File: config.mk
export PLATFORM = sky130hd
export DESIGN_NAME = maxpool2x2_window_reducer_flat
export DESIGN_NICKNAME = d
export VERILOG_FILES = /design/src/rtl/maxpool2x2_window_reducer_if.sv /design/src/rtl/maxpool2x2_window_reducer.sv /design/src/flat_wrapper.sv
export SDC_FILE = /design/constraint.sdc
export NUM_CORES = 1
export LEC_CHECK = 0
export CORE_UTILIZATION = 40
export CTS_CLUSTER_SIZE = 40
export DETAILED_ROUTE_END_ITERATION = 7
export SETUP_SLACK_MARGIN = 0.15
export SYNTH_ARGS = -nofsm -noshare
export SYNTH_HDL_FRONTEND = slang
export SYNTH_SLANG_ARGS = --single-unit
File: constraint.sdc
create_clock -name clk -period 13.5 [get_ports clk]
set_clock_uncertainty 0.05 [all_clocks]
set_input_delay 2.7 -clock clk [delete_from_list [all_inputs] [get_ports clk]]
set_output_delay 2.7 -clock clk [all_outputs]
set_load 0.01 [all_outputs]
File: src/rtl/maxpool2x2_window_reducer_if.sv
// Window-beat input stream and pooled-pixel output stream of the 2x2 max-pool reducer.
// The producer (line-buffer collector side) uses master; the reducer uses slave.
interface maxpool2x2_window_reducer_if;
  logic [2:0]  sel;
  logic        stride1;
  logic        in_valid;
  logic        in_sof;
  logic [31:0] ifm_win2x2_0;
  logic [31:0] ifm_win2x2_1;
  logic [31:0] ifm_win2x2_2;
  logic [31:0] ifm_win2x2_3;
  logic [31:0] ifm_win2x2_4;
  logic [31:0] ifm_win2x2_5;
  logic [31:0] ifm_win2x2_6;
  logic [31:0] ifm_win2x2_7;
  logic        pool_valid;
  logic        pool_last;
  logic [7:0]  pool_0;
  logic [7:0]  pool_1;
  logic [7:0]  pool_2;
  logic [7:0]  pool_3;
  logic [7:0]  pool_4;
  logic [7:0]  pool_5;
  logic [7:0]  pool_6;
  logic [7:0]  pool_7;
  logic        sel_err;

  modport master (
    output sel, stride1, in_valid, in_sof,
    output ifm_win2x2_0, ifm_win2x2_1, ifm_win2x2_2, ifm_win2x2_3,
    output ifm_win2x2_4, ifm_win2x2_5, ifm_win2x2_6, ifm_win2x2_7,
    input  pool_valid, pool_last, sel_err,
    input  pool_0, pool_1, pool_2, pool_3, pool_4, pool_5, pool_6, pool_7
  );

  modport slave (
    input  sel, stride1, in_valid, in_sof,
    input  ifm_win2x2_0, ifm_win2x2_1, ifm_win2x2_2, ifm_win2x2_3,
    input  ifm_win2x2_4, ifm_win2x2_5, ifm_win2x2_6, ifm_win2x2_7,
    output pool_valid, pool_last, sel_err,
    output pool_0, pool_1, pool_2, pool_3, pool_4, pool_5, pool_6, pool_7
  );
endinterface

File: src/rtl/maxpool2x2_window_reducer.sv
// 2x2 max-pool window reducer: tracks raster position of 8-channel window beats,
// keeps stride-aligned complete windows and reduces them to one pooled pixel in 2 stages.
//
//   state     | meaning
//   ----------+-----------------------------------------------------------
//   ST_IDLE   | no frame in progress; only an in_sof beat is accepted
//   ST_ACTIVE | frame in progress; every in_valid beat advances (row, col)
module maxpool2x2_window_reducer #(
  parameter int W_SEL0      = 8,
  parameter int W_SEL1      = 16,
  parameter int W_SEL2      = 32,
  parameter int W_SEL3      = 64,
  parameter int W_SEL4      = 128,
  parameter int W_SEL5      = 256,
  parameter bit SIGNED_DATA = 1'b1
) (
  input logic                           clk,
  input logic                           rstn,
  maxpool2x2_window_reducer_if.slave    bus
);

  typedef enum logic {ST_IDLE, ST_ACTIVE} state_t;

  state_t      state_q, state_d;
  logic [2:0]  sel_q, sel_d;
  logic        stride_q, stride_d;
  logic [7:0]  row_q, row_d, col_q, col_d;
  logic        sel_err_q, sel_err_d;

  logic        beat;
  logic        qualify;
  logic        is_last;
  logic        stride_eff;
  logic [7:0]  pos_r, pos_c, wm1;

  logic [31:0] win [8];
  logic [7:0]  s1_a [8];
  logic [7:0]  s1_b [8];
  logic        s1_valid, s1_last;
  logic [7:0]  pool_q [8];
  logic        pool_valid_q, pool_last_q;

  function automatic logic [7:0] wm1_of(input logic [2:0] s);
    case (s)
      3'd0:    return 8'(W_SEL0 - 1);
      3'd1:    return 8'(W_SEL1 - 1);
      3'd2:    return 8'(W_SEL2 - 1);
      3'd3:    return 8'(W_SEL3 - 1);
      3'd4:    return 8'(W_SEL4 - 1);
      default: return 8'(W_SEL5 - 1);
    endcase
  endfunction

  function automatic logic [7:0] max8(input logic [7:0] a, input logic [7:0] b);
    if (SIGNED_DATA) return ($signed(a) >= $signed(b)) ? a : b;
    else             return (a >= b) ? a : b;
  endfunction

  assign win[0] = bus.ifm_win2x2_0;
  assign win[1] = bus.ifm_win2x2_1;
  assign win[2] = bus.ifm_win2x2_2;
  assign win[3] = bus.ifm_win2x2_3;
  assign win[4] = bus.ifm_win2x2_4;
  assign win[5] = bus.ifm_win2x2_5;
  assign win[6] = bus.ifm_win2x2_6;
  assign win[7] = bus.ifm_win2x2_7;

  // An in_sof beat is always position (0,0) and uses the freshly presented sel/stride.
  always_comb begin
    state_d    = state_q;
    sel_d      = sel_q;
    stride_d   = stride_q;
    row_d      = row_q;
    col_d      = col_q;
    sel_err_d  = sel_err_q;
    beat       = 1'b0;
    pos_r      = row_q;
    pos_c      = col_q;
    stride_eff = stride_q;
    wm1        = wm1_of(sel_q);

    if (bus.in_valid && bus.in_sof) begin
      if (bus.sel > 3'd5) begin
        sel_err_d = 1'b1;
        state_d   = ST_IDLE;
      end else begin
        beat       = 1'b1;
        sel_d      = bus.sel;
        stride_d   = bus.stride1;
        pos_r      = 8'd0;
        pos_c      = 8'd0;
        stride_eff = bus.stride1;
        wm1        = wm1_of(bus.sel);
        state_d    = ST_ACTIVE;
      end
    end else if (bus.in_valid && state_q == ST_ACTIVE) begin
      beat = 1'b1;
    end

    is_last = (pos_r == wm1) && (pos_c == wm1);
    qualify = beat && (stride_eff ? (pos_r != 8'd0 && pos_c != 8'd0)
                                  : (pos_r[0] && pos_c[0]));

    if (beat) begin
      if (is_last) begin
        row_d   = 8'd0;
        col_d   = 8'd0;
        state_d = ST_IDLE;
      end else if (pos_c == wm1) begin
        row_d = pos_r + 8'd1;
        col_d = 8'd0;
      end else begin
        row_d = pos_r;
        col_d = pos_c + 8'd1;
      end
    end
  end

  always_ff @(posedge clk) begin
    if (!rstn) begin
      state_q   <= ST_IDLE;
      sel_q     <= 3'd0;
      stride_q  <= 1'b0;
      row_q     <= 8'd0;
      col_q     <= 8'd0;
      sel_err_q <= 1'b0;
    end else begin
      state_q   <= state_d;
      sel_q     <= sel_d;
      stride_q  <= stride_d;
      row_q     <= row_d;
      col_q     <= col_d;
      sel_err_q <= sel_err_d;
    end
  end

  // Stage 1 reduces each window row pair, stage 2 picks the larger of the two.
  always_ff @(posedge clk) begin
    if (!rstn) begin
      s1_valid     <= 1'b0;
      s1_last      <= 1'b0;
      pool_valid_q <= 1'b0;
      pool_last_q  <= 1'b0;
      for (int ch = 0; ch < 8; ch++) begin
        s1_a[ch]   <= 8'd0;
        s1_b[ch]   <= 8'd0;
        pool_q[ch] <= 8'd0;
      end
    end else begin
      s1_valid     <= qualify;
      s1_last      <= qualify && is_last;
      pool_valid_q <= s1_valid;
      pool_last_q  <= s1_last;
      for (int ch = 0; ch < 8; ch++) begin
        if (qualify) begin
          s1_a[ch] <= max8(win[ch][7:0],   win[ch][15:8]);
          s1_b[ch] <= max8(win[ch][23:16], win[ch][31:24]);
        end
        if (s1_valid) pool_q[ch] <= max8(s1_a[ch], s1_b[ch]);
      end
    end
  end

  assign bus.pool_valid = pool_valid_q;
  assign bus.pool_last  = pool_last_q;
  assign bus.sel_err    = sel_err_q;
  assign bus.pool_0     = pool_q[0];
  assign bus.pool_1     = pool_q[1];
  assign bus.pool_2     = pool_q[2];
  assign bus.pool_3     = pool_q[3];
  assign bus.pool_4     = pool_q[4];
  assign bus.pool_5     = pool_q[5];
  assign bus.pool_6     = pool_q[6];
  assign bus.pool_7     = pool_q[7];

endmodule

File: src/flat_wrapper.sv
// flat-port wrapper written by rule: the top's interface ports become plain ports
module maxpool2x2_window_reducer_flat 
#(
  parameter int W_SEL0      = 8,
  parameter int W_SEL1      = 16,
  parameter int W_SEL2      = 32,
  parameter int W_SEL3      = 64,
  parameter int W_SEL4      = 128,
  parameter int W_SEL5      = 256,
  parameter bit SIGNED_DATA = 1'b1
)
  (clk, rstn, bus_sel, bus_stride1, bus_in_valid, bus_in_sof, bus_ifm_win2x2_0, bus_ifm_win2x2_1, bus_ifm_win2x2_2, bus_ifm_win2x2_3, bus_ifm_win2x2_4, bus_ifm_win2x2_5, bus_ifm_win2x2_6, bus_ifm_win2x2_7, bus_pool_valid, bus_pool_last, bus_sel_err, bus_pool_0, bus_pool_1, bus_pool_2, bus_pool_3, bus_pool_4, bus_pool_5, bus_pool_6, bus_pool_7);
  maxpool2x2_window_reducer_if bus_i ();
  input logic clk;
  input logic rstn;
  input wire logic [$bits(bus_i.sel)-1:0] bus_sel;
  input wire logic [$bits(bus_i.stride1)-1:0] bus_stride1;
  input wire logic [$bits(bus_i.in_valid)-1:0] bus_in_valid;
  input wire logic [$bits(bus_i.in_sof)-1:0] bus_in_sof;
  input wire logic [$bits(bus_i.ifm_win2x2_0)-1:0] bus_ifm_win2x2_0;
  input wire logic [$bits(bus_i.ifm_win2x2_1)-1:0] bus_ifm_win2x2_1;
  input wire logic [$bits(bus_i.ifm_win2x2_2)-1:0] bus_ifm_win2x2_2;
  input wire logic [$bits(bus_i.ifm_win2x2_3)-1:0] bus_ifm_win2x2_3;
  input wire logic [$bits(bus_i.ifm_win2x2_4)-1:0] bus_ifm_win2x2_4;
  input wire logic [$bits(bus_i.ifm_win2x2_5)-1:0] bus_ifm_win2x2_5;
  input wire logic [$bits(bus_i.ifm_win2x2_6)-1:0] bus_ifm_win2x2_6;
  input wire logic [$bits(bus_i.ifm_win2x2_7)-1:0] bus_ifm_win2x2_7;
  output wire logic [$bits(bus_i.pool_valid)-1:0] bus_pool_valid;
  output wire logic [$bits(bus_i.pool_last)-1:0] bus_pool_last;
  output wire logic [$bits(bus_i.sel_err)-1:0] bus_sel_err;
  output wire logic [$bits(bus_i.pool_0)-1:0] bus_pool_0;
  output wire logic [$bits(bus_i.pool_1)-1:0] bus_pool_1;
  output wire logic [$bits(bus_i.pool_2)-1:0] bus_pool_2;
  output wire logic [$bits(bus_i.pool_3)-1:0] bus_pool_3;
  output wire logic [$bits(bus_i.pool_4)-1:0] bus_pool_4;
  output wire logic [$bits(bus_i.pool_5)-1:0] bus_pool_5;
  output wire logic [$bits(bus_i.pool_6)-1:0] bus_pool_6;
  output wire logic [$bits(bus_i.pool_7)-1:0] bus_pool_7;
  assign bus_i.sel = bus_sel;
  assign bus_i.stride1 = bus_stride1;
  assign bus_i.in_valid = bus_in_valid;
  assign bus_i.in_sof = bus_in_sof;
  assign bus_i.ifm_win2x2_0 = bus_ifm_win2x2_0;
  assign bus_i.ifm_win2x2_1 = bus_ifm_win2x2_1;
  assign bus_i.ifm_win2x2_2 = bus_ifm_win2x2_2;
  assign bus_i.ifm_win2x2_3 = bus_ifm_win2x2_3;
  assign bus_i.ifm_win2x2_4 = bus_ifm_win2x2_4;
  assign bus_i.ifm_win2x2_5 = bus_ifm_win2x2_5;
  assign bus_i.ifm_win2x2_6 = bus_ifm_win2x2_6;
  assign bus_i.ifm_win2x2_7 = bus_ifm_win2x2_7;
  assign bus_pool_valid = bus_i.pool_valid;
  assign bus_pool_last = bus_i.pool_last;
  assign bus_sel_err = bus_i.sel_err;
  assign bus_pool_0 = bus_i.pool_0;
  assign bus_pool_1 = bus_i.pool_1;
  assign bus_pool_2 = bus_i.pool_2;
  assign bus_pool_3 = bus_i.pool_3;
  assign bus_pool_4 = bus_i.pool_4;
  assign bus_pool_5 = bus_i.pool_5;
  assign bus_pool_6 = bus_i.pool_6;
  assign bus_pool_7 = bus_i.pool_7;
  maxpool2x2_window_reducer #(.W_SEL0(W_SEL0), .W_SEL1(W_SEL1), .W_SEL2(W_SEL2), .W_SEL3(W_SEL3), .W_SEL4(W_SEL4), .W_SEL5(W_SEL5), .SIGNED_DATA(SIGNED_DATA)) u_core (.clk(clk), .rstn(rstn), .bus(bus_i));
endmodule
==> impl_metrics.json, run 1 <==
{
  "clkSinkCount": 218,
  "clk_pin_slew_worst_paths_ns": 0.06,
  "path_max_fanout": 65,
  "endpoint_kind": "register",
  "cts_tree": "yes",
  "critPathBufInv": 3,
  "synth_area_sq_um": 16190,
  "grt_pass1_vias": 14641,
  "grt_pass1_wl_mm": 73.57,
  "wirelength_mm": 45.81,
  "ant_nets": 0,
  "pre_cts_slack_ns": 6.499,
  "worstSkewPairLatency_ns": 0.53,
  "syn_avg_cell_area_sq_um": 9.105,
  "synth_fp_nets": 2238,
  "pwr-share-seq_pct": 40.9,
  "htreeDepth": 1,
  "drv_slew": 0,
  "slew_headroom_pct": 15.67,
  "setup_ws_ns": 7.048,
  "core_area_sq_um": 39820,
  "arrival_ns": 6.56,
  "clkPwrFrac_pct": 35.3,
  "fmax_ghz": 0.1550,
  "p_comb_share_pct": 23.8,
  "nets": 2536,
  "fin_crit_sh_pct": 47.79,
  "drtPass1Iterations": 5,
  "ctsHoldBuffers": 0,
  "netSwitchingPower_uw": 549.0,
  "gp_congestion": 0.8964,
  "yosysTopAreaCellShare_pct": 35.62,
  "synth_cell_type_count": 61,
  "placed_cells": 2573,
  "synth-main-ff-cell": "edfxtp_1",
  "nFillCells": 3743,
  "hold_viol_final": 0,
  "worstPathCellList": "clkdlybuf4s50_1 -> and2_2 -> nand2_1 -> and2_1 -> inv_1 -> ha_1 -> a221oi_1 -> o21ai_1 -> nand2_4 -> buf_4",
  "finalNonFillerCells": 2623,
  "die-area_sq_um": 41280,
  "seq_area_frac_synth_pct": 38.83,
  "syn_inst": 1778,
  "power.leakage_nw": 8.323,
  "drc": 0,
  "worstSetupStartpointType": "input port",
  "p_int_mw": 1.379,
  "design_area_sq_um": 20760,
  "finalPower_mw": 1.928,
  "grt_overflow": 0,
  "cts-root-buf": "clkbuf_16",
  "dp.final_hpwl_mm": 34.59,
  "synth_top_area_cell": "edfxtp_1",
  "worstMarginPinSlew_ns": 1.252,
  "start_util_pct": 40.65,
  "vdd_drop_max_mv": 0.06034,
  "cts_resized": 0,
  "ys_seq_elements": 218,
  "grt_max_degree": 81,
  "pin_count": 331,
  "rsz0062_at_grt": "false",
  "synthTopCellsByArea": "edfxtp_1, ha_1, nand3_1",
  "status": "finished clean",
  "setup-tns-final_ns": 0,
  "final_layout_size_suffix_gt1_share_pct": 3.006,
  "cp_data_required_time_ns": 13.60,
  "place_area_sq_um": 19920,
  "syn_to_final_growth_pct": 28.25,
  "final_core_util_pct": 52.13,
  "grt_usage_pct": 21.69,
  "setup_violations": 0,
  "place.port_buffers": 330,
  "synth-edff-count": 192,
  "antenna_found_initial": 4,
  "die_w_microns": 203.2,
  "worstSetupPathType": "in2reg",
  "post-cts-setup-buffers": 0,
  "viasPerCell": 5.688,
  "vias": 14920,
  "ys_warn_count": 0,
  "cts_buffers": 26,
  "slowest_stage": "buf_4",
  "hp-class": "reg2reg",
  "min_period_ns": 6.452,
  "p_sw_share_pct": 28.47,
  "wl_per_cell_microns": 17.46,
  "die_h_microns": 203.2,
  "crit_family": "simple AND/OR/NAND/NOR gates",
  "holdWs_ns": 0.3786,
  "maxCapViolCount": 0,
  "drt_iter0_markers": 759,
  "powerDensity_nw_per_um2": 92.88,
  "layout_common_cells": "clkdlybuf4s50_1, nand3_1, inv_1, ha_1, edfxtp_1",
  "synthArstFlopShare_pct": 0,
  "layout.cells.most_common": "clkdlybuf4s50_1",
  "clk_path_buf_depth": 3,
  "rows": 73,
  "cp_slowest_stage_delay_ns": 0.78
}
==> state kept, by name (all words and copies together) (netlist names), 3 cells and up <==
register       flops
u_core.row_q       8
u_core.sel_q       3
u_core.s1_a       64
u_core.col_q       8
u_core.pool_q     64
u_core.s1_b       64
==> per-layer routing <==
layer | share of wire, % | vias to the layer above | GRT usage [%] | wire, microns
met5 | 0.068 | - | 0 | 31
met4 | 2.7 | 4 | 6.391 | 1238
met3 | 7.2 | 83 | 5.081 | 3295
met2 | 48 | 473 | 37.62 | 22070
met1 | 42 | 6983 | 26.63 | 19170
li1 | - | 7377 | - | -
==> power groups by stage <==
stage | clock network [mW] | registers (mW) | logic [mW]
after floorplan | 0 | 0.803 | 0.263
after global placement | 0 | 0.802 | 0.445
after detailed placement | 0 | 0.802 | 0.457
after CTS | 0.703 | 0.788 | 0.460
after global routing | 0.721 | 0.791 | 0.516
final | 0.681 | 0.788 | 0.460
==> layout make-up <==
type | instances | area [sq um] | area share [%]
multi-input combinational | 1295 | 8894 | 42.84
antenna | 2 | 5.005 | 0.02411
sequential | 218 | 6286 | 30.28
inverter | 201 | 754.5 | 3.634
clock inverter | 5 | 26.28 | 0.1266
tap | 525 | 656.9 | 3.164
timing repair buffer | 334 | 3333 | 16.05
clock buffer | 43 | 805.8 | 3.881
==> cells in the mapped netlist, drive strengths merged (4+ instances only) <==
library cell  number
nand4             73
o31ai             16
o2111ai            4
o21ba              8
and3               5
a211oi            27
a21oi            145
o21bai             8
nand2b            63
or4                4
ha               196
nor3              16
clkbuf            31
o21a              20
nand2             56
a31oi             69
nand3            202
a21o              50
o211ai            66
edfxtp           192
o21ai            185
dfxtp             26
o31a              14
inv              201
nor2              26
and2               8
buf               33
==> kinds of logic (layout without fill, tap and decap cells) <==
family | count (synthesis) | after routing | share of synthesized area (%)
buffers and inverters | 265 | 583 | 6.353
and+or+nand+nor | 467 | 467 | 15.33
DFF | 218 | 218 | 38.83
AOI/OAI and AO/OA | 626 | 626 | 24.01
muxes | 1 | 1 | 0.06184
adders and majority gates | 196 | 196 | 15.15
xor gates and xnor gates | 5 | 5 | 0.2706
other | 0 | 2 | 0
==> worst paths after layout <==
kind                                                   start                          endpoint  slack [ns]  cells after the start
worst max-delay path                            bus_in_valid  u_core.s1_b[0][37]$_SDFFCE_PN0P_        7.05                     10
worst min-delay path               u_core.s1_last$_SDFF_PN0_   u_core.bus.pool_last$_SDFF_PN0_        0.38                      1
worst max register to register  u_core.row_q[2]$_SDFFE_PN0P_  u_core.s1_b[0][37]$_SDFFCE_PN0P_       10.25                      6
worst min register to register     u_core.s1_last$_SDFF_PN0_   u_core.bus.pool_last$_SDFF_PN0_        0.38                      1
(Power assumes the default switching activity.)
==> run 2, diff against run 1 <==
==> constraint.sdc (replaced) <==
create_clock -name clk -period 6.5 [get_ports clk]
set_clock_uncertainty 0.05 [all_clocks]
set_input_delay 1.3 -clock clk [delete_from_list [all_inputs] [get_ports clk]]
set_output_delay 1.3 -clock clk [all_outputs]
set_load 0.01 [all_outputs]
==> run 2 against run 1 <==
Net effect: total power increased by 110%; clock power increased by 120%; sequential power increased by 110%; hold slack improved by 0.015 ns; die area unchanged.
==> impl_metrics.json, run 2 (synthesized netlist as in run 1, its figures left out) <==
{
  "drt_iter0_markers": 737,
  "rows": 73,
  "die_w_microns": 203.2,
  "worstSkewPairLatency_ns": 0.55,
  "wirelength_mm": 46.41,
  "ctsHoldBuffers": 0,
  "grt_usage_pct": 21.82,
  "cp_data_required_time_ns": 6.88,
  "layout.cells.most_common": "clkdlybuf4s50_1",
  "endpoint_kind": "register",
  "slew_headroom_pct": 9.834,
  "hp-class": "reg2reg",
  "reg_top3": "u_core.pool_q (64), u_core.s1_a (64), u_core.s1_b (64)",
  "die-area_sq_um": 41280,
  "place.port_buffers": 330,
  "syn_to_final_growth_pct": 28.64,
  "hold_viol_final": 0,
  "setup_violations": 0,
  "drv_slew": 0,
  "grt_pass1_wl_mm": 73.51,
  "cts_resized": 0,
  "core_area_sq_um": 39820,
  "post-cts-setup-buffers": 0,
  "clkSinkCount": 218,
  "vdd_drop_max_mv": 0.1627,
  "drc": 0,
  "final_core_util_pct": 52.29,
  "powerDensity_nw_per_um2": 195.8,
  "slowest_stage": "nor4_2",
  "worstSetupStartpointType": "input port",
  "critPathBufInv": 2,
  "n_antenna_cell": 0,
  "grt_max_degree": 69,
  "htreeDepth": 1,
  "gp_congestion": 0.8734,
  "arrival_ns": 5.10,
  "viasPerCell": 5.702,
  "antenna_found_initial": 2,
  "cts-root-buf": "clkbuf_16",
  "finalPower_mw": 4.078,
  "nets": 2538,
  "cpMostUsedCell": "nand2_1",
  "drtPass1Iterations": 7,
  "worstSetupPathType": "in2reg",
  "wl_per_cell_microns": 17.70,
  "setup-tns-final_ns": 0,
  "status": "finished clean",
  "min_period_ns": 4.722,
  "pre_cts_slack_ns": 1.303,
  "ant_nets": 0,
  "grt_overflow": 0,
  "fin_crit_sh_pct": 72.65,
  "power.leakage_nw": 8.349,
  "pin_count": 331,
  "rsz0062_at_grt": "false",
  "cp_slowest_stage_delay_ns": 0.89,
  "cts_buffers": 26,
  "fmax_ghz": 0.2118,
  "clk_pin_slew_worst_paths_ns": 0.06,
  "dp.final_hpwl_mm": 34.79,
  "setup_ws_ns": 1.778,
  "maxCapViolCount": 0,
  "cts_tree": "yes",
  "grt_pass1_vias": 14443,
  "worstMarginPinSlew_ns": 1.338,
  "vias": 14957,
  "die_h_microns": 203.2,
  "start_util_pct": 40.65,
  "clk_path_buf_depth": 3,
  "crit_family": "simple AND/OR/NAND/NOR gates",
  "worstPathCellList": "clkdlybuf4s50_1 -> and2_2 -> nand2_1 -> nand2_1 -> inv_1 -> ha_1 -> o2111ai_1 -> nor4_2 -> nand4_2 -> o2111a_1 -> o31a_1",
  "holdWs_ns": 0.3933,
  "path_max_fanout": 21,
  "final_layout_size_suffix_gt1_share_pct": 3.146,
  "layout_common_cells": "clkdlybuf4s50_1, nand3_1, inv_1, ha_1, edfxtp_1"
}
## run 2: routing by layer
| metal | vias up | share of wire [%] | track usage (%) |
|---|---|---|---|
| met5 | - | 0.058 | 0 |
| met4 | 4 | 2.3 | 5.559 |
| met3 | 75 | 7.3 | 5.081 |
| met2 | 461 | 48 | 38.01 |
| met1 | 7046 | 42 | 27.00 |
| li1 | 7371 | - | - |
## run 2: final cells by class
cell class	instances	area, sq um
inverters	201	754.5
multi-input cells	1295	8894
flip-flops and latches	218	6286
well taps	525	656.9
repair buffers	336	3361
clock buffers	41	778.2
clock inverters	7	93.84
fillers	3677	19000
## run 2: worst register-to-register path: stages (launching register included)
cell      delay, ns
dfxtp_1        0.43
or4_1          0.56
o31ai_1        0.23
a221oi_1       0.12
o21ai_1        0.29
or2_4          0.65
buf_4          0.41
a31oi_1        0.11
## run 2: through the flow
stage / std cells / instance area [sq um]
after floorplan: 1778 / 16190
after global placement: 2575 / 19950
after detailed placement: 2575 / 19950
after CTS: 2623 / 20820
after global routing: 2623 / 20820
final: 2623 / 20820
## run 2: where the power goes
group	internal, mW	switching (mW)
combinational	0.428	0.529
sequential	1.60	0.0374
clock	0.898	0.586
total	2.93	1.15
## run 2: worst paths after layout
check / from / endpoint / slack, ns / depth (start not counted)
setup / recovery: bus_in_valid / u_core.row_q[7]$_SDFFE_PN0P_ / 1.78 / 11
hold / removal: u_core.s1_last$_SDFF_PN0_ / u_core.bus.pool_last$_SDFF_PN0_ / 0.39 / 1
setup reg to reg: u_core.row_q[2]$_SDFFE_PN0P_ / u_core.s1_b[0][21]$_SDFFCE_PN0P_ / 3.39 / 7
hold reg to reg: u_core.s1_last$_SDFF_PN0_ / u_core.bus.pool_last$_SDFF_PN0_ / 0.39 / 1
